## src/rtl/axi_pkg.sv

```systemverilog
// AXI4 encodings and the bridge state type shared by AXI-facing blocks.
package axi_pkg;
  typedef enum logic [2:0] {
    IDLE,
    RD_ADDR,
    RD_DATA,
    WR_ADDR,
    WR_RESP,
    RESP
  } state_t;

  localparam logic [1:0] BURST_INCR = 2'b01;

  localparam logic [1:0] RESP_OKAY   = 2'b00;
  localparam logic [1:0] RESP_EXOKAY = 2'b01;
  localparam logic [1:0] RESP_SLVERR = 2'b10;
  localparam logic [1:0] RESP_DECERR = 2'b11;
endpackage

```

## src/rtl/config.sv

```systemverilog
// Core-wide configuration constants shared by the LSU-side blocks.
package config_pkg;
  localparam int CPU_WIDTH = 64;

  localparam logic [1:0] SIZE_B = 2'd0;
  localparam logic [1:0] SIZE_H = 2'd1;
  localparam logic [1:0] SIZE_W = 2'd2;
  localparam logic [1:0] SIZE_D = 2'd3;
endpackage

```

## src/rtl/lsu_axi_bridge.sv

```systemverilog
// Single-outstanding LSU-to-AXI4 bridge: one load or store becomes one
// single-beat AXI transaction, completed by a one-cycle mem_ready pulse.
module lsu_axi_bridge
  import config_pkg::*;
  import axi_pkg::*;
#(
  parameter int ADDR_W = 32,
  parameter int ID_W   = 4
) (
  input  logic                 i_clk,
  input  logic                 i_rst_n,
  input  logic                 mem_valid,
  output logic                 mem_ready,
  input  logic                 mem_we,
  input  logic [63:0]          mem_addr,
  input  logic [1:0]           mem_size,
  input  logic [CPU_WIDTH-1:0] mem_wdata,
  input  logic [7:0]           wmask,
  output logic [CPU_WIDTH-1:0] mem_rdata,
  output logic [1:0]           mem_resp,
  output logic                 awvalid,
  input  logic                 awready,
  output logic [ADDR_W-1:0]    awaddr,
  output logic [ID_W-1:0]      awid,
  output logic [7:0]           awlen,
  output logic [2:0]           awsize,
  output logic [1:0]           awburst,
  output logic                 wvalid,
  input  logic                 wready,
  output logic [CPU_WIDTH-1:0] wdata,
  output logic [7:0]           wstrb,
  output logic                 wlast,
  input  logic                 bvalid,
  output logic                 bready,
  input  logic [1:0]           bresp,
  input  logic [ID_W-1:0]      bid,
  output logic                 arvalid,
  input  logic                 arready,
  output logic [ADDR_W-1:0]    araddr,
  output logic [ID_W-1:0]      arid,
  output logic [7:0]           arlen,
  output logic [2:0]           arsize,
  output logic [1:0]           arburst,
  input  logic                 rvalid,
  output logic                 rready,
  input  logic [CPU_WIDTH-1:0] rdata,
  input  logic [1:0]           rresp,
  input  logic                 rlast,
  input  logic [ID_W-1:0]      rid
);

  state_t               state_q, state_d;
  logic                 we_q;
  logic [63:0]          addr_q;
  logic [1:0]           size_q;
  logic [CPU_WIDTH-1:0] wdata_q;
  logic [7:0]           mask_q;
  logic                 aw_done_q, w_done_q;
  logic [CPU_WIDTH-1:0] rdata_q;
  logic [1:0]           resp_q;
  logic                 aw_fire, w_fire;
  logic                 unused_ok;

  // Right-align a load so the byte at the request address lands in [7:0].
  function automatic logic [CPU_WIDTH-1:0] align_load(input logic [CPU_WIDTH-1:0] data,
                                                      input logic [2:0] offset);
    return data >> {offset, 3'b000};
  endfunction

  assign aw_fire = awvalid && awready;
  assign w_fire  = wvalid && wready;

  assign awaddr  = addr_q[ADDR_W-1:0];
  assign araddr  = addr_q[ADDR_W-1:0];
  assign awid    = '0;
  assign arid    = '0;
  assign awlen   = 8'd0;
  assign arlen   = 8'd0;
  assign awsize  = {1'b0, size_q};
  assign arsize  = {1'b0, size_q};
  assign awburst = BURST_INCR;
  assign arburst = BURST_INCR;
  assign wdata   = wdata_q;
  assign wstrb   = mask_q;
  assign wlast   = 1'b1;

  assign mem_rdata = rdata_q;
  assign mem_resp  = resp_q;

  // Response IDs, rlast and the address bits above ADDR_W carry no information here.
  assign unused_ok = ^{rlast, rid, bid, addr_q, we_q};

  always_comb begin
    state_d   = state_q;
    arvalid   = 1'b0;
    rready    = 1'b0;
    awvalid   = 1'b0;
    wvalid    = 1'b0;
    bready    = 1'b0;
    mem_ready = 1'b0;
    case (state_q)
      IDLE: if (mem_valid) state_d = mem_we ? WR_ADDR : RD_ADDR;
      RD_ADDR: begin
        arvalid = 1'b1;
        if (arready) state_d = RD_DATA;
      end
      RD_DATA: begin
        rready = 1'b1;
        if (rvalid) state_d = RESP;
      end
      WR_ADDR: begin
        awvalid = !aw_done_q;
        wvalid  = !w_done_q;
        if ((aw_done_q || awready) && (w_done_q || wready)) state_d = WR_RESP;
      end
      WR_RESP: begin
        bready = 1'b1;
        if (bvalid) state_d = RESP;
      end
      RESP: begin
        mem_ready = 1'b1;
        state_d   = IDLE;
      end
      default: state_d = IDLE;
    endcase
  end

  always_ff @(posedge i_clk or negedge i_rst_n) begin
    if (!i_rst_n) begin
      state_q   <= IDLE;
      aw_done_q <= 1'b0;
      w_done_q  <= 1'b0;
      rdata_q   <= '0;
      resp_q    <= RESP_OKAY;
    end else begin
      state_q <= state_d;
      if (state_q != WR_ADDR) begin
        aw_done_q <= 1'b0;
        w_done_q  <= 1'b0;
      end else begin
        if (aw_fire) aw_done_q <= 1'b1;
        if (w_fire)  w_done_q  <= 1'b1;
      end
      if (state_q == RD_DATA && rvalid) begin
        rdata_q <= align_load(rdata, addr_q[2:0]);
        resp_q  <= rresp;
      end
      if (state_q == WR_RESP && bvalid) begin
        rdata_q <= '0;
        resp_q  <= bresp;
      end
    end
  end

  // Request payload: captured once per request, held stable for the whole transaction.
  always_ff @(posedge i_clk) begin
    if (state_q == IDLE && mem_valid) begin
      we_q    <= mem_we;
      addr_q  <= mem_addr;
      size_q  <= mem_size;
      wdata_q <= mem_wdata;
      mask_q  <= wmask;
    end
  end

endmodule

```

## config.mk

```make
export PLATFORM = sky130hd
export DESIGN_NAME = lsu_axi_bridge
export DESIGN_NICKNAME = d
export VERILOG_FILES = /design/src/rtl/axi_pkg.sv /design/src/rtl/config.sv /design/src/rtl/lsu_axi_bridge.sv
export SDC_FILE = /design/constraint.sdc
export NUM_CORES = 1
export LEC_CHECK = 0
export CAP_MARGIN = 20
export CORE_AREA = 8 8 175 177
export DETAILED_ROUTE_END_ITERATION = 10
export DIE_AREA = 0 0 183 185
export PLACE_DENSITY = 0.76
export RECOVER_POWER = 25
export SLEW_MARGIN = 10
export SYNTH_ARGS = -nofsm -noshare
export SYNTH_HDL_FRONTEND = slang
export SYNTH_SLANG_ARGS = --single-unit
```

## constraint.sdc

```tcl
create_clock -name i_clk -period 31.2 [get_ports i_clk]
set_clock_uncertainty 0.15 [all_clocks]
set_input_delay 6.24 -clock i_clk [delete_from_list [all_inputs] [get_ports i_clk]]
set_output_delay 6.24 -clock i_clk [all_outputs]
set_load 0.01 [all_outputs]
```

Yosys cells after proc, flatten, opt, wreduce, memory -nomap -nowiden. Index checks and enable logic that the tools add are counted. Widths: inputs -> output; s select.

Register bits after elaboration: 177. Bits of input ports: 224. Output and inout bits: 243. Logic and storage cells: 57.

Equality and inequality tests: 11. Shifts and indexed selects: 1. Mux-type cells: 21. Reductions and logical operators: 15.

Operators with widths (count): $mux 64 (2); $shr 64x6->64 (1); $mux 3 (5); $pmux 3 s5 (1); $mux 1 (10); $ne 2x2->1 const B (5); $eq 3x2->1 const B (2); $eq 3x3->1 const B (2); $logic_and 1x1->1 (6); $mux 2 (3); $reduce_bool 2->1 (3); $reduce_and 5->1 (1); $eq 3x1->1 const B (1); $logic_not 3->1 (1); $ne 3x2->1 const B (1); $logic_not 1->1 (2); $logic_or 1x1->1 (2).

Depth between registers and ports, before layout. Gate-level depths: netlist of the first run.

Depth in word-level cells: 5. Mapped depth: 7. Gate-level depth less buffers: 4.

Least setup slack after synthesis of the first run. No wires, ideal clock.

Path type: input port to flip-flop. From: in mem_valid. To: reg addr_q[0], enable pin. Arrival: 16.904 ns. Setup slack: 13.278 ns. Stages: 1. Cells stage by stage: nor4b_1.

Word-level cells in the longest chain between the ends: 1.

Ends and longest elaborated chain: start, declared (RTL line lsu_axi_bridge.sv:12) `input logic mem_valid,`; $logic_and 1x1->1 (RTL line lsu_axi_bridge.sv:157) `if (state_q == IDLE && mem_valid) begin`; end signal, assigned (RTL line lsu_axi_bridge.sv:159) `addr_q <= mem_addr;`; end, declared (RTL line lsu_axi_bridge.sv:54) `logic [63:0] addr_q;`.

No other way between the ends. A chain may end at the register's enable or synchronous reset.

==> flow_results.org, run 1 <==
** Yosys
- Number of enable flip-flop cells after synthesis :: about 110
- Area fraction in and, or, nand and nor cells after synthesis :: between 6 and 7%
- The portion of synthesized area spent on multiplexers is approximately a tenth.
- Distinct cell type count after synthesis :: 52
- The synthesized netlist devotes about an eighth of its cell area to compound gates.
- After Yosys synthesis, XOR and XNOR cells account for 0% of the synthesized area.
- During synthesis, Yosys emitted a total of 0 warnings.
- Post-synthesis adder-cell area fraction :: 0%
- Largest cells by area after synthesis :: sky130_fd_sc_hd__edfxtp_1 40%, sky130_fd_sc_hd__dfrtp_1 23%, sky130_fd_sc_hd__buf_4 6.7%
- Fraction of synthesis flops using an asynchronous set or reset pin :: roughly 40%
- Averaged over all synthesized cells, the footprint is 13.2 µm².
- By area, the combinational part of the netlist is dominated by compound AO/OA/AOI/OAI gates.
- The synthesized design spends more area on one cell type than any other, namely sky130_fd_sc_hd__edfxtp_1.
- Sequential area share after synthesis :: between 60% and 70%
- After synthesis the cells add up to about 7900 µm².
- The synthesized design devotes to its leading area cell type approximately 40% of total area.
- Cell count after synthesis :: 597
- Top FF cell, synth :: sky130_fd_sc_hd__edfxtp_1
- Counting flops and latches in the post-synthesis netlist gives ~180.

** Power
- Of the total power, the share spent switching nets is approximately a third.
- Cell area power density :: ~77 nW/µm²
- Of the total power, combinational logic draws a little under two fifths.
- The analysis attributes to cell leakage a power of roughly 4.8 nW.
- The share of total power dissipated in sequential elements is a little under two fifths.
- Share of power burned in the clock network :: 24.6%
- Summed over all nets, the switching power comes to between 0.3 and 0.4 mW.
- Cell internal power was estimated by the tool at 0.641 mW.
- VDD IR-drop max :: approximately 0.033 mV

** STA
- Fmax achieved :: between 100 and 150 MHz
- Rel. slew slack :: -176%
- Setup repair after global routing missed its margin :: no
- Of the available clock period, the critical path in the final layout requires a little under a third.
- The count of pins over their slew limit came to 72.
- Number of hold violations in the final report :: 0
- For the pin with the worst max-slew slack, the measured transition is just over 4000 ps.
- Setup violations remaining at the end of the flow were counted as 0.
- Final total negative setup slack :: 0 ps
- Across all hold checks on the routed design, the worst slack comes to between 300 and 400 ps.
- Clock period minus worst slack :: 9720 ps

** Global routing
- Summed over all layers, the global routing overflow is 0.
- The number of global-route vias before repair is 6469.
- Entering global routing, the biggest net connects 74 pins.
- The number of antenna violations at the first check in global routing came to 5.
- For this run, the total global-route usage over all layers was measured as 17.9%.
- The first global-routing pass estimated between 40 and 50 mm of wire.

** Cells and area
- Cells fill between 40% and 50% of the core in the end.
- The net count of the finished layout is 1167.
- Fraction of final layout cells with drive strength greater than 1 :: under 10%
- After filler insertion, the fill cell instance count of the layout stands at roughly 2.6k.
- Syn-to-layout area delta :: 57.7%

** Run
- Max-cap violations in this run came to 1.

** Setup path
- The worst setup path is launched from an input port.
- For the worst setup path, the data arrival time is between 9000 and 10000 ps.
- On the critical path, the stage with the largest delay is an instance of sky130_fd_sc_hd__clkbuf_1.
- Nature of the critical path endpoint :: async pin
- Crit path buffers/inverters :: 1
- Crit-path cells :: clkbuf_1
- In this run the worst path has a maximum fanout of a little over 70.
- Crit Path Class :: input port to async pin
- For this run, the slowest stage of the critical path takes approximately 2900 ps.
- Cell class contributing the biggest share of worst-path delay :: buffers and inverters
- Data on the critical path is required at its endpoint by 30630 ps.

** Floorplanning
- 467 I/O pins were placed.
- The floorplan step defined a die boundary enclosing between 30000 and 40000 µm².
- Total number of placement rows :: a little over 60
- The core region is 28100 µm².
- The floorplan step set the die width to about 180 µm.
- Die Ht :: around 190 µm
- Starting density of the core :: about 28%

** Clock tree
- Latest clock arrival within the worst-skew pair :: roughly 430 ps
- The clock tree synthesis step divided the H-tree into 4 levels.
- Clock Path Buffers :: 2
- The number of gates resized after CTS was 0.
- Clock sink total :: around 180
- After clock tree synthesis, the clock-pin slew on the worst setup and hold paths is 70 ps.
- Post-CTS repair timing setup buffer count :: 0
- TritonCTS Buffers :: 17
- Cell chosen for the clock root :: sky130_fd_sc_hd__clkbuf_16
- After clock tree synthesis, the flow added hold-fix buffers numbering 0.
- TritonCTS built the clock tree.

** Detailed routing
- Remaining antenna violation count :: 0
- For this block, the initial DRC count from the detailed router was 320.
- First-pass detailed-route iteration total :: 6
- After detailed routing, the average wire length per cell comes to ~24 µm.
- Remaining routing DRC violations :: 0
- Average via count per standard cell :: 4.68
- Total wire length :: between 30 and 40 mm
- Number of vias after detailed routing :: approximately 6.3k

** Status
- The run finished, with violations left.
- The checks that failed: max-capacitance violations, max-slew violations.

** Placed design
- The congestion estimate from routability-driven global placement came to 0.793.
- Once detailed placement completed, the half-perimeter wirelength came to ~24 mm.
- Number of buffer cells added on primary ports :: 394

** Min path
- The path class of the tightest hold or removal check is flip-flop to flip-flop.
[cells in the mapped netlist, types with 2 or more instances]
| library cell | number |
|---|---|
| sky130_fd_sc_hd__mux2_1 | 24 |
| sky130_fd_sc_hd__nand2_1 | 52 |
| sky130_fd_sc_hd__buf_4 | 70 |
| sky130_fd_sc_hd__dfrtp_1 | 71 |
| sky130_fd_sc_hd__inv_1 | 6 |
| sky130_fd_sc_hd__mux2_2 | 10 |
| sky130_fd_sc_hd__a21o_1 | 13 |
| sky130_fd_sc_hd__mux2i_1 | 39 |
| sky130_fd_sc_hd__a222oi_1 | 2 |
| sky130_fd_sc_hd__clkbuf_1 | 11 |
| sky130_fd_sc_hd__edfxtp_1 | 106 |
| sky130_fd_sc_hd__a21oi_1 | 6 |
| sky130_fd_sc_hd__nor2_1 | 16 |
| sky130_fd_sc_hd__nand3_1 | 2 |
| sky130_fd_sc_hd__nand2b_1 | 3 |
| sky130_fd_sc_hd__nor3_1 | 2 |
| sky130_fd_sc_hd__a31oi_1 | 3 |
| sky130_fd_sc_hd__a32o_1 | 2 |
| sky130_fd_sc_hd__o21ai_1 | 32 |
| sky130_fd_sc_hd__or2_1 | 3 |
| sky130_fd_sc_hd__a32oi_1 | 4 |
| sky130_fd_sc_hd__o221ai_2 | 2 |
| sky130_fd_sc_hd__buf_2 | 18 |
| sky130_fd_sc_hd__o211ai_1 | 7 |
| sky130_fd_sc_hd__inv_2 | 2 |
| sky130_fd_sc_hd__o221ai_1 | 2 |
| sky130_fd_sc_hd__a211oi_1 | 18 |
| sky130_fd_sc_hd__nand3b_1 | 2 |
| sky130_fd_sc_hd__a22o_1 | 10 |
| sky130_fd_sc_hd__a2bb2oi_1 | 7 |
| sky130_fd_sc_hd__conb_1 | 2 |
| sky130_fd_sc_hd__nor3b_1 | 3 |
| sky130_fd_sc_hd__a22oi_1 | 3 |
| sky130_fd_sc_hd__nor2b_1 | 3 |
| sky130_fd_sc_hd__o22ai_1 | 18 |
| sky130_fd_sc_hd__o21ai_0 | 5 |
| sky130_fd_sc_hd__buf_1 | 3 |
[sequential cells by signal, summed over array words and instances (netlist names)]
register / flops
addr_q: 32
aw_done_q: 1
mem_rdata: 64
mem_resp: 2
size_q: 2
state_q: 3
w_done_q: 1
wdata: 64
wstrb: 8
[layer usage]
| metal | track usage (%) | wire [µm] |
|---|---|---|
| met3 | 7.47 | 3100 |
| met2 | 29.4 | 15400 |
| met1 | 20.7 | 12400 |
| met4 | 6.54 | 680 |
| met5 | 0 | 39 |
[layout make-up]
class	instances	area [µm²]	share of cell area, %
repair buffers	401	3990	32.1
multi-input cells	338	2340	18.8
well taps	384	480	3.86
inverters	8	30.0	0.241
clock inverters	13	199	1.60
flip-flops and latches	177	4960	39.9
diodes	4	10.0	0.0805
clock buffers	19	433	3.48
[worst paths after layout]
kind	start	end	slack (ps)	depth (start not counted)
setup / recovery	i_rst_n	state_q[1]$_DFFE_PN0P_	21480	1
hold / removal	mem_rdata[11]$_DFFE_PN0P_	mem_rdata[11]$_DFFE_PN0P_	330	1
setup reg to reg	state_q[0]$_DFFE_PN0P_	wdata[59]$_DFFE_PP_	27970	3
hold reg to reg	mem_rdata[11]$_DFFE_PN0P_	mem_rdata[11]$_DFFE_PN0P_	330	1
max in group i_clk	mem_valid	wdata[59]$_DFFE_PP_	22460	4
min in group asynchronous	i_rst_n	mem_rdata[10]$_DFFE_PN0P_	7090	1
[per-stage QoR]
step	area [µm²]	worst slack [ps]	total power [mW]	cells
2_1_floorplan	8000	13280	0.536	626
3_3_place_gp	11800	21990	0.730	1308
3_5_place_dp	11800	21960	0.736	1308
4_1_cts	12400	22440	0.975	1340
5_1_grt	12400	20700	1.01	1342
6_report	12400	21480	0.962	1344
[cell families after synthesis]
kind of cell	Yosys count
DFF	177
AOI/OAI and AO/OA	137
buffers and inverters	111
and+or+nand+nor	97
muxes	73
other	2
[power by group through the flow]
stage / clock [mW] / combinational, mW / sequential, mW
after detailed placement: 0 / 0.372 / 0.364
after global routing: 0.252 / 0.390 / 0.369
after CTS: 0.242 / 0.373 / 0.361
final: 0.237 / 0.365 / 0.360
after floorplan: 0 / 0.138 / 0.398
after global placement: 0 / 0.369 / 0.360
[placed cells by master, fill, tap and decap left out, types with 4 or more instances in the layout]
master / instances
sky130_fd_sc_hd__a2bb2oi_1: 7
sky130_fd_sc_hd__o211ai_1: 7
sky130_fd_sc_hd__inv_6: 6
sky130_fd_sc_hd__a211oi_1: 18
sky130_fd_sc_hd__o21ai_0: 5
sky130_fd_sc_hd__o21ai_1: 32
sky130_fd_sc_hd__edfxtp_1: 106
sky130_fd_sc_hd__buf_4: 7
sky130_fd_sc_hd__a21oi_1: 6
sky130_fd_sc_hd__o22ai_1: 18
sky130_fd_sc_hd__conb_1: 31
sky130_fd_sc_hd__mux2i_1: 39
sky130_fd_sc_hd__a21o_1: 12
sky130_fd_sc_hd__nor2_1: 16
sky130_fd_sc_hd__dfrtp_1: 71
sky130_fd_sc_hd__a22o_1: 10
sky130_fd_sc_hd__clkdlybuf4s50_1: 285
sky130_fd_sc_hd__mux2_1: 24
sky130_fd_sc_hd__nand2_1: 52
sky130_fd_sc_hd__clkbuf_16: 17
sky130_fd_sc_hd__dlygate4sd3_1: 108
sky130_fd_sc_hd__diode_2: 4
sky130_fd_sc_hd__mux2_2: 10
sky130_fd_sc_hd__bufinv_16: 4
sky130_fd_sc_hd__inv_1: 6
sky130_fd_sc_hd__a32oi_1: 4
No activity file was read; power rests on OpenSTA's default activity.
==> run 2: changes to the inputs <==
--- a/config.mk
+++ b/config.mk
@@ -6,10 +6,10 @@
 export NUM_CORES = 1
 export LEC_CHECK = 0
 export CAP_MARGIN = 20
-export CORE_AREA = 8 8 175 177
+export CORE_AREA = 8 8 177 179
 export DETAILED_ROUTE_END_ITERATION = 10
-export DIE_AREA = 0 0 183 185
-export PLACE_DENSITY = 0.76
+export DIE_AREA = 0 0 185 187
+export PLACE_DENSITY = 0.74
 export RECOVER_POWER = 25
 export SLEW_MARGIN = 10
 export SYNTH_ARGS = -nofsm -noshare
==> constraint.sdc (replaced) <==
create_clock -name i_clk -period 10.2 [get_ports i_clk]
set_clock_uncertainty 0.15 [all_clocks]
set_input_delay 2.04 -clock i_clk [delete_from_list [all_inputs] [get_ports i_clk]]
set_output_delay 2.04 -clock i_clk [all_outputs]
set_load 0.01 [all_outputs]
==> run 2 against run 1 <==
Against the previous run:
- the flow still finishes with violations (max-capacitance violations, max-slew violations)
- clock-buffer cell count decreased by 2
- sequential share of layout area increased by 0.052 points
- final area decreased by 0.13%
==> flow_results.org, run 2 (same netlist as run 1, synthesis figures left out) <==
** Cells and area
- Most frequent cells in the layout :: 285 x sky130_fd_sc_hd__clkdlybuf4s50_1, 108 x sky130_fd_sc_hd__dlygate4sd3_1, 106 x sky130_fd_sc_hd__edfxtp_1, 71 x sky130_fd_sc_hd__dfrtp_1, 52 x sky130_fd_sc_hd__nand2_1 (unchanged)
- The layout cell share with drive strength beyond 1 came to 6.38% (was 6.17%).
- The count of non-filler cells in the finished layout was 1344 (unchanged).
- The area growth from synthesis to final layout is 57.5% (was 57.7%).
- Commonest non-fill, non-tap cell in the layout :: sky130_fd_sc_hd__clkdlybuf4s50_1 (unchanged)
- NumNets Final :: 1167 (unchanged)
- The fill cell total of the finished layout came to 2683 (was 2603).

** Placed design
- The final estimated routing congestion in global placement came to 0.819 (was 0.793).
- The post-DP HPWL is 24.2 mm (was 24.1 mm).
- The count of buffers from port buffering came to 394 (unchanged).
- Placed Instances :: 1308 (unchanged)

** Power
- Switching share of power :: 34.5% (was 33.4%)
- The share of power burned in registers is 38.0% (was 37.4%).
- Share of power burned in the clock network :: 23.4% (was 24.6%)
- Logic pwr share :: 38.7% (was 37.9%)
- Net switching power :: 1.00 mW (was 0.321 mW)
- The peak supply drop was 0.104 mV (was 0.0331 mV).
- The post-route total power was 2.90 mW (was 0.962 mW).
- The leakage power was 4.82 nW (was 4.83 nW).
- The power per unit of standard cell area was 233 nW/µm² (was 77.4 nW/µm²).
- P_int :: 1.90 mW (was 0.641 mW)

** STA
- Final total negative setup slack :: 0 ps (unchanged)
- The count of final hold-check violations came to 0 (unchanged).
- Timing would allow up to around 180 MHz.
- Hold slack :: 327 ps (was 331 ps)
- The count of pins over their slew limit came to 72 (unchanged).
- Dividing the final minimum period by the clock period gives between 50% and 60%.
- Setup repair after global routing missed its margin :: no (unchanged)
- Actual slew at the worst max-slew pin :: 4050 ps (was 4150 ps)
- The routed design could run at a clock period as short as around 5400 ps.
- Rel. slew slack :: -170% (was -176%)
- The final count of negative-setup-slack endpoints came to 0 (unchanged).

** Clock tree
- H-tree levels :: 4 (unchanged)
- The cell at the root of the clock tree was sky130_fd_sc_hd__clkbuf_16 (unchanged).
- TritonCTS Buffers :: 17 (unchanged)
- Clock Path Buffers :: 2 (unchanged)
- Reg clk slew, reported paths :: 70 ps (about the same)
- The post-CTS resize count came to 0 (unchanged).
- Post-CTS repair timing setup buffer count :: 0 (unchanged)
- Clock sink total :: 177 (unchanged)
- Hold_buf cts :: 0 (unchanged)
- Latest clock arrival within the worst-skew pair :: 430 ps (about the same)
- The CTS tree was yes (unchanged).

** Global routing
- Total grt overflow :: 0 (unchanged)
- The pin count of the biggest net entering global routing is 74 (unchanged).
- Total global routing track utilization :: 17.6% (was 17.9%)
- Vias in the first global route :: 6446 (was 6469)
- The global-route wire length before repair came to 44.6 mm (was 44.1 mm).
- Antenna violations before repair :: 8 (was 5)

** Floorplanning
- The total number of placement rows was 62 (unchanged).
- Starting density of the core :: 27.8% (was 28.1%)
- The floorplan die area came to 34600 µm² (was 33900 µm²).
- I/O Pins :: 467 (unchanged)
- Die Ht :: 187 µm (was 185 µm)
- Horizontal extent of the die :: 185 µm (was 183 µm)
- The placeable core region came to 28400 µm² (was 28100 µm²).

** Detailed routing
- The number of violations reported at the end of detailed-routing iteration 0 came to 344 (was 320).
- The number of vias after detailed routing came to 6259 (was 6291).
- The antenna violation net count after detailed routing is 0 (unchanged).
- Per-cell routed wire length :: 23.4 µm (was 23.5 µm)
- The iteration count of the initial detailed-routing pass came to 5 (was 6).
- The post-detailed-route via-to-cell ratio was 4.66 (was 4.68).
- Remaining routing DRC violations :: 0 (unchanged)
- Total wire length :: 31.5 mm (was 31.6 mm)

** Status
- Result of the run :: complete, but fails checks (unchanged)
- Failing checks: max-capacitance violations, max-slew violations (unchanged).

** Setup path
- The largest fanout on the critical path is 71 (unchanged).
- Reg2Reg Setup Slack :: 7150 ps (was 27970 ps)
- Nature of the critical path endpoint :: async pin (unchanged)
- Crit Path Class :: input port to async pin (unchanged)
- The type of origin of the critical path was an input port (unchanged).
- Cell with the biggest individual delay on the critical path :: sky130_fd_sc_hd__clkbuf_1 (unchanged)
- Crit-path cells: clkbuf_1 (unchanged).
- CP arrival :: 4890 ps (was 9150 ps)
- CP Data Required Time :: 9650 ps (was 30630 ps)
- The kind of cell adding the most delay to the critical path was buffers and inverters (unchanged).
- The critical path buffer and inverter count came to 1 (unchanged).
- Critical Path Max Stage Delay :: 2800 ps (was 2860 ps)

** Run
- The max-cap violation count was 1 (unchanged).

** Min path
- Hold/Removal Path Class :: flip-flop to flip-flop (unchanged)
==> run 2: cell types whose count changed in the layout (fill, tap and decap cells not counted), moves of 2 or more <==
cell,previous run,this run
sky130_fd_sc_hd__clkbuf_1,3,1
sky130_fd_sc_hd__clkinv_8,0,2
sky130_fd_sc_hd__bufinv_16,4,1
sky130_fd_sc_hd__inv_8,0,6
sky130_fd_sc_hd__inv_6,6,3
==> run 2: power groups by stage <==
stage | sequential [mW] | clock (mW) | combinational, mW
after detailed placement | 1.11 | 0 | 1.15
final | 1.10 | 0.677 | 1.12
after global placement | 1.10 | 0 | 1.14
after floorplan | 1.20 | 0 | 0.424
after global routing | 1.13 | 0.720 | 1.20
after CTS | 1.10 | 0.697 | 1.15
==> run 2: worst reg2reg max path, stage by stage (launching register included) <==
cell                        delay (ps)
sky130_fd_sc_hd__edfxtp_1          330
sky130_fd_sc_hd__buf_4             700
sky130_fd_sc_hd__nor2b_1          1010
sky130_fd_sc_hd__a2bb2oi_1         310
sky130_fd_sc_hd__a211oi_1          360
sky130_fd_sc_hd__a21o_1            120
==> run 2: final cells by class <==
type,instances,area (µm²),area share (%)
flip-flops and latches,177,4960,39.9
multi-input cells,338,2350,18.9
inverters,8,30.0,0.242
well taps,384,480,3.87
diodes,4,10.0,0.0806
clock inverters,15,181,1.46
repair buffers,401,3990,32.1
clock buffers,17,425,3.42
==> run 2: final timing paths <==
check | startpoint | end | cells past startpoint
min in group asynchronous | i_rst_n | mem_rdata[45]$_DFFE_PN0P_ | 1
setup / recovery | i_rst_n | mem_rdata[4]$_DFFE_PN0P_ | 1
setup reg to reg | addr_q[0]$_DFFE_PP_ | mem_rdata[15]$_DFFE_PN0P_ | 5
hold / removal | mem_rdata[11]$_DFFE_PN0P_ | mem_rdata[11]$_DFFE_PN0P_ | 1
max in group i_clk | addr_q[0]$_DFFE_PP_ | awaddr[0] | 2
hold reg to reg | mem_rdata[11]$_DFFE_PN0P_ | mem_rdata[11]$_DFFE_PN0P_ | 1
==> run 2: per-stage QoR <==
step           utilization, %  cell area (µm²)  worst slack (ps)
6_report                 43.8            12400              4770
3_5_place_dp             41.6            11800              5640
5_1_grt                  43.7            12400              3940
4_1_cts                  43.7            12400              5780
3_3_place_gp             41.6            11800              5680
2_1_floorplan               -             8010              1600
==> run 2: routing by layer <==
metal	track usage [%]	vias up	routed length, µm
met2	29.9	306	15700
li1	-	2815	-
met5	0	-	57
met4	5.33	8	596
met1	19.3	3093	11600
met3	8.16	37	3530
==> run 3: changes to the inputs <==
==> constraint.sdc (replaced) <==
create_clock -name i_clk -period 5.5 [get_ports i_clk]
set_clock_uncertainty 0.15 [all_clocks]
set_input_delay 1.1 -clock i_clk [delete_from_list [all_inputs] [get_ports i_clk]]
set_output_delay 1.1 -clock i_clk [all_outputs]
set_load 0.01 [all_outputs]
==> run 3 against run 2 <==
Against the previous run:
- the run still ends with max-capacitance violations, max-slew violations left
- hold slack improved by 6.3 ps
- first-iteration DRC count decreased by 28%
- sequential cell count unchanged
- critical path type is now flip-flop to output pin
- non-clock buffer count increased by 1
==> flow_results.org, run 3 (same netlist as run 1, synthesis figures left out) <==
** Power
- The power per unit of standard cell area is 430 nW/µm² (was 233 nW/µm²).
- The power share of the clock group is 22.4% (was 23.4%).
- The leakage power was 4.81 nW (was 4.82 nW).
- Switching share of power :: 34.8% (was 34.5%)
- The net switching power is 1.85 mW (was 1.00 mW).
- Post-layout power :: 5.33 mW (was 2.90 mW)
- The portion of total power attributed to combinational logic was 39.1% (was 38.7%).
- The internal power consumption came to 3.48 mW (was 1.90 mW).
- Sequential power share :: 38.4% (was 38.0%)
- The peak supply drop is 0.162 mV (was 0.104 mV).

** Placed design
- Placed Instances :: 1309 (was 1308)
- Number of buffer cells added on primary ports :: 394 (unchanged)
- The minimum setup slack after placement was 2020 ps (was 5640 ps).
- Placed cell area :: 11800 µm² (about the same)
- The final estimated routing congestion in global placement came to 0.802 (was 0.819).
- The post-DP HPWL was 24.4 mm (was 24.2 mm).

** STA
- Hold slack :: 334 ps (was 327 ps)
- Timing would allow up to just under 300 MHz.
- The final count of negative-setup-slack endpoints was 0 (unchanged).
- Clock period minus worst slack :: 3410 ps
- Final setup margin :: 2090 ps (was 4770 ps)
- Actual slew at the worst max-slew pin :: 1920 ps (was 4050 ps)
- Setup repair after global routing missed its margin: no (unchanged).
- The worst slew margin relative to its limit is -27.7% (was -170%).
- The count of final hold-check violations came to 0 (unchanged).
- Period Utilization, post-route :: between 60% and 70%
- Pins over their slew limit :: 72 (unchanged)
- The setup TNS is 0 ps (unchanged).

** Setup path
- The maximum cell stage delay along the critical path came to 740 ps (was 2800 ps).
- Nature of the critical path endpoint :: output pin (was async pin)
- Crit-path cells :: nand3b_1 -> nor2_1 -> clkdlybuf4s50_1 (was clkbuf_1)
- The start-to-end type of the worst setup path is flip-flop to output pin (was input port to async pin).
- The largest fanout on the critical path is 19 (was 71).
- CP Data Required Time :: 4250 ps (was 9650 ps)
- The type of origin of the critical path was a flip-flop (was input port).
- CP arrival :: 2160 ps (was 4890 ps)
- The highest-delay cell along the critical path was sky130_fd_sc_hd__dfrtp_1 (was sky130_fd_sc_hd__clkbuf_1).
- Crit path buffers/inverters :: 1 (unchanged)
- Cell class contributing the biggest share of worst-path delay :: flip-flops (was buffers and inverters)

** Floorplanning
- The placeable core region is 28400 µm² (unchanged).
- The count of boundary I/O pins came to 467 (unchanged).
- The floorplan die height was 187 µm (unchanged).
- Total number of placement rows :: 62 (unchanged)
- Total die area :: 34600 µm² (unchanged)
- The horizontal die dimension came to 185 µm (unchanged).
- Starting density of the core :: 27.8% (unchanged)

** Clock tree
- The number of sinks handled by clock tree synthesis is 177 (unchanged).
- Latest clock arrival within the worst-skew pair :: 430 ps (about the same)
- Hold_buf cts :: 0 (unchanged)
- The cell at the root of the clock tree was sky130_fd_sc_hd__clkbuf_16 (unchanged).
- The clock input transition at the sequential cells of the worst setup and hold paths came to 70 ps (about the same).
- The CTS tree is yes (unchanged).
- Post-CTS repair timing setup buffer count :: 0 (unchanged)
- TritonCTS Buffers :: 17 (unchanged)
- Clock Path Buffers :: 2 (unchanged)
- Number of resized instances in the post-cts repair step :: 0 (unchanged)
- The number of H-tree levels is 4 (unchanged).

** Global routing
- The number of global-route vias before repair was 6489 (was 6446).
- The number of antenna violations at the first check in global routing came to 5 (was 8).
- Total grt overflow :: 0 (unchanged)
- The global-route total usage across every layer is 17.5% (was 17.6%).
- The pin count of the biggest net entering global routing was 72 (was 74).
- First-pass GRT wire length :: 44.7 mm (was 44.6 mm)

** Cells and area
- Most frequent cells in the layout :: 285 x sky130_fd_sc_hd__clkdlybuf4s50_1, 108 x sky130_fd_sc_hd__dlygate4sd3_1, 106 x sky130_fd_sc_hd__edfxtp_1, 71 x sky130_fd_sc_hd__dfrtp_1, 52 x sky130_fd_sc_hd__nand2_1 (unchanged)
- Number of inserted filler cells in the final layout :: 2657 (was 2683)
- Syn-to-layout area delta :: 57.3% (was 57.5%)
- The most frequent standard cell in the layout excluding fill and tap cells is sky130_fd_sc_hd__clkdlybuf4s50_1 (unchanged).
- The final core utilization came to 43.7% (was 43.8%).
- Final instance area :: 12400 µm² (about the same)
- Fraction of final layout cells with drive strength greater than 1 :: 6.48% (was 6.38%)
- The count of non-filler cells in the finished layout is 1346 (was 1344).
- NumNets Final :: 1168 (was 1167)

** Detailed routing
- Remaining routing DRC violations :: 0 (unchanged)
- Remaining antenna violation count :: 0 (unchanged)
- Average via count per standard cell :: 4.62 (was 4.66)
- Number of vias after detailed routing :: 6220 (was 6259)
- The number of violations reported at the end of detailed-routing iteration 0 was 246 (was 344).
- The total wirelength of the detailed-routed design was 31.3 mm (was 31.5 mm).
- Per-cell routed wire length :: 23.3 µm (was 23.4 µm)
- The iteration count of the initial detailed-routing pass came to 5 (unchanged).

** Status
- Failing checks :: max-capacitance violations, max-slew violations (unchanged)
- Result of the run: complete, but fails checks (unchanged).

** Min path
- Hold/Removal Path Class :: flip-flop to flip-flop (unchanged)

** Run
- MaxCap Viol Count :: 1 (unchanged)
## run 3: per-layer routing
metal	GRT usage [%]	wire length, µm
met5	0	13
met2	30.0	15600
met1	19.6	11900
met3	7.46	3330
met4	4.22	551
## run 3: power groups by stage
stage,sequential (mW),combinational (mW),clock [mW]
after detailed placement,2.07,2.13,0
after global placement,2.05,2.11,0
after CTS,2.05,2.14,1.23
after global routing,2.09,2.23,1.28
final,2.05,2.09,1.19
after floorplan,2.20,0.792,0
## run 3: area by class of cell
| class | instances | area (µm²) | area share (%) |
|---|---|---|---|
| repair buffers | 402 | 4010 | 32.3 |
| inverters | 8 | 30.0 | 0.242 |
| multi-input cells | 338 | 2350 | 18.9 |
| clock buffers | 17 | 425 | 3.43 |
| well taps | 384 | 480 | 3.87 |
| clock inverters | 15 | 143 | 1.15 |
| diodes | 5 | 12.5 | 0.101 |
| flip-flops and latches | 177 | 4960 | 40.0 |
## run 3: path summary, 6_finish.rpt
kind	startpoint	endpoint	slack, ps	cells after the start
min in group asynchronous	i_rst_n	mem_rdata[0]$_DFFE_PN0P_	1010	1
max in group asynchronous	i_rst_n	mem_rdata[20]$_DFFE_PN0P_	3030	1
worst min-delay path	mem_rdata[11]$_DFFE_PN0P_	mem_rdata[11]$_DFFE_PN0P_	330	1
worst max register to register	addr_q[0]$_DFFE_PP_	mem_rdata[15]$_DFFE_PN0P_	2870	5
worst max-delay path	state_q[0]$_DFFE_PN0P_	wvalid	2090	3
worst min register to register	mem_rdata[11]$_DFFE_PN0P_	mem_rdata[11]$_DFFE_PN0P_	330	1
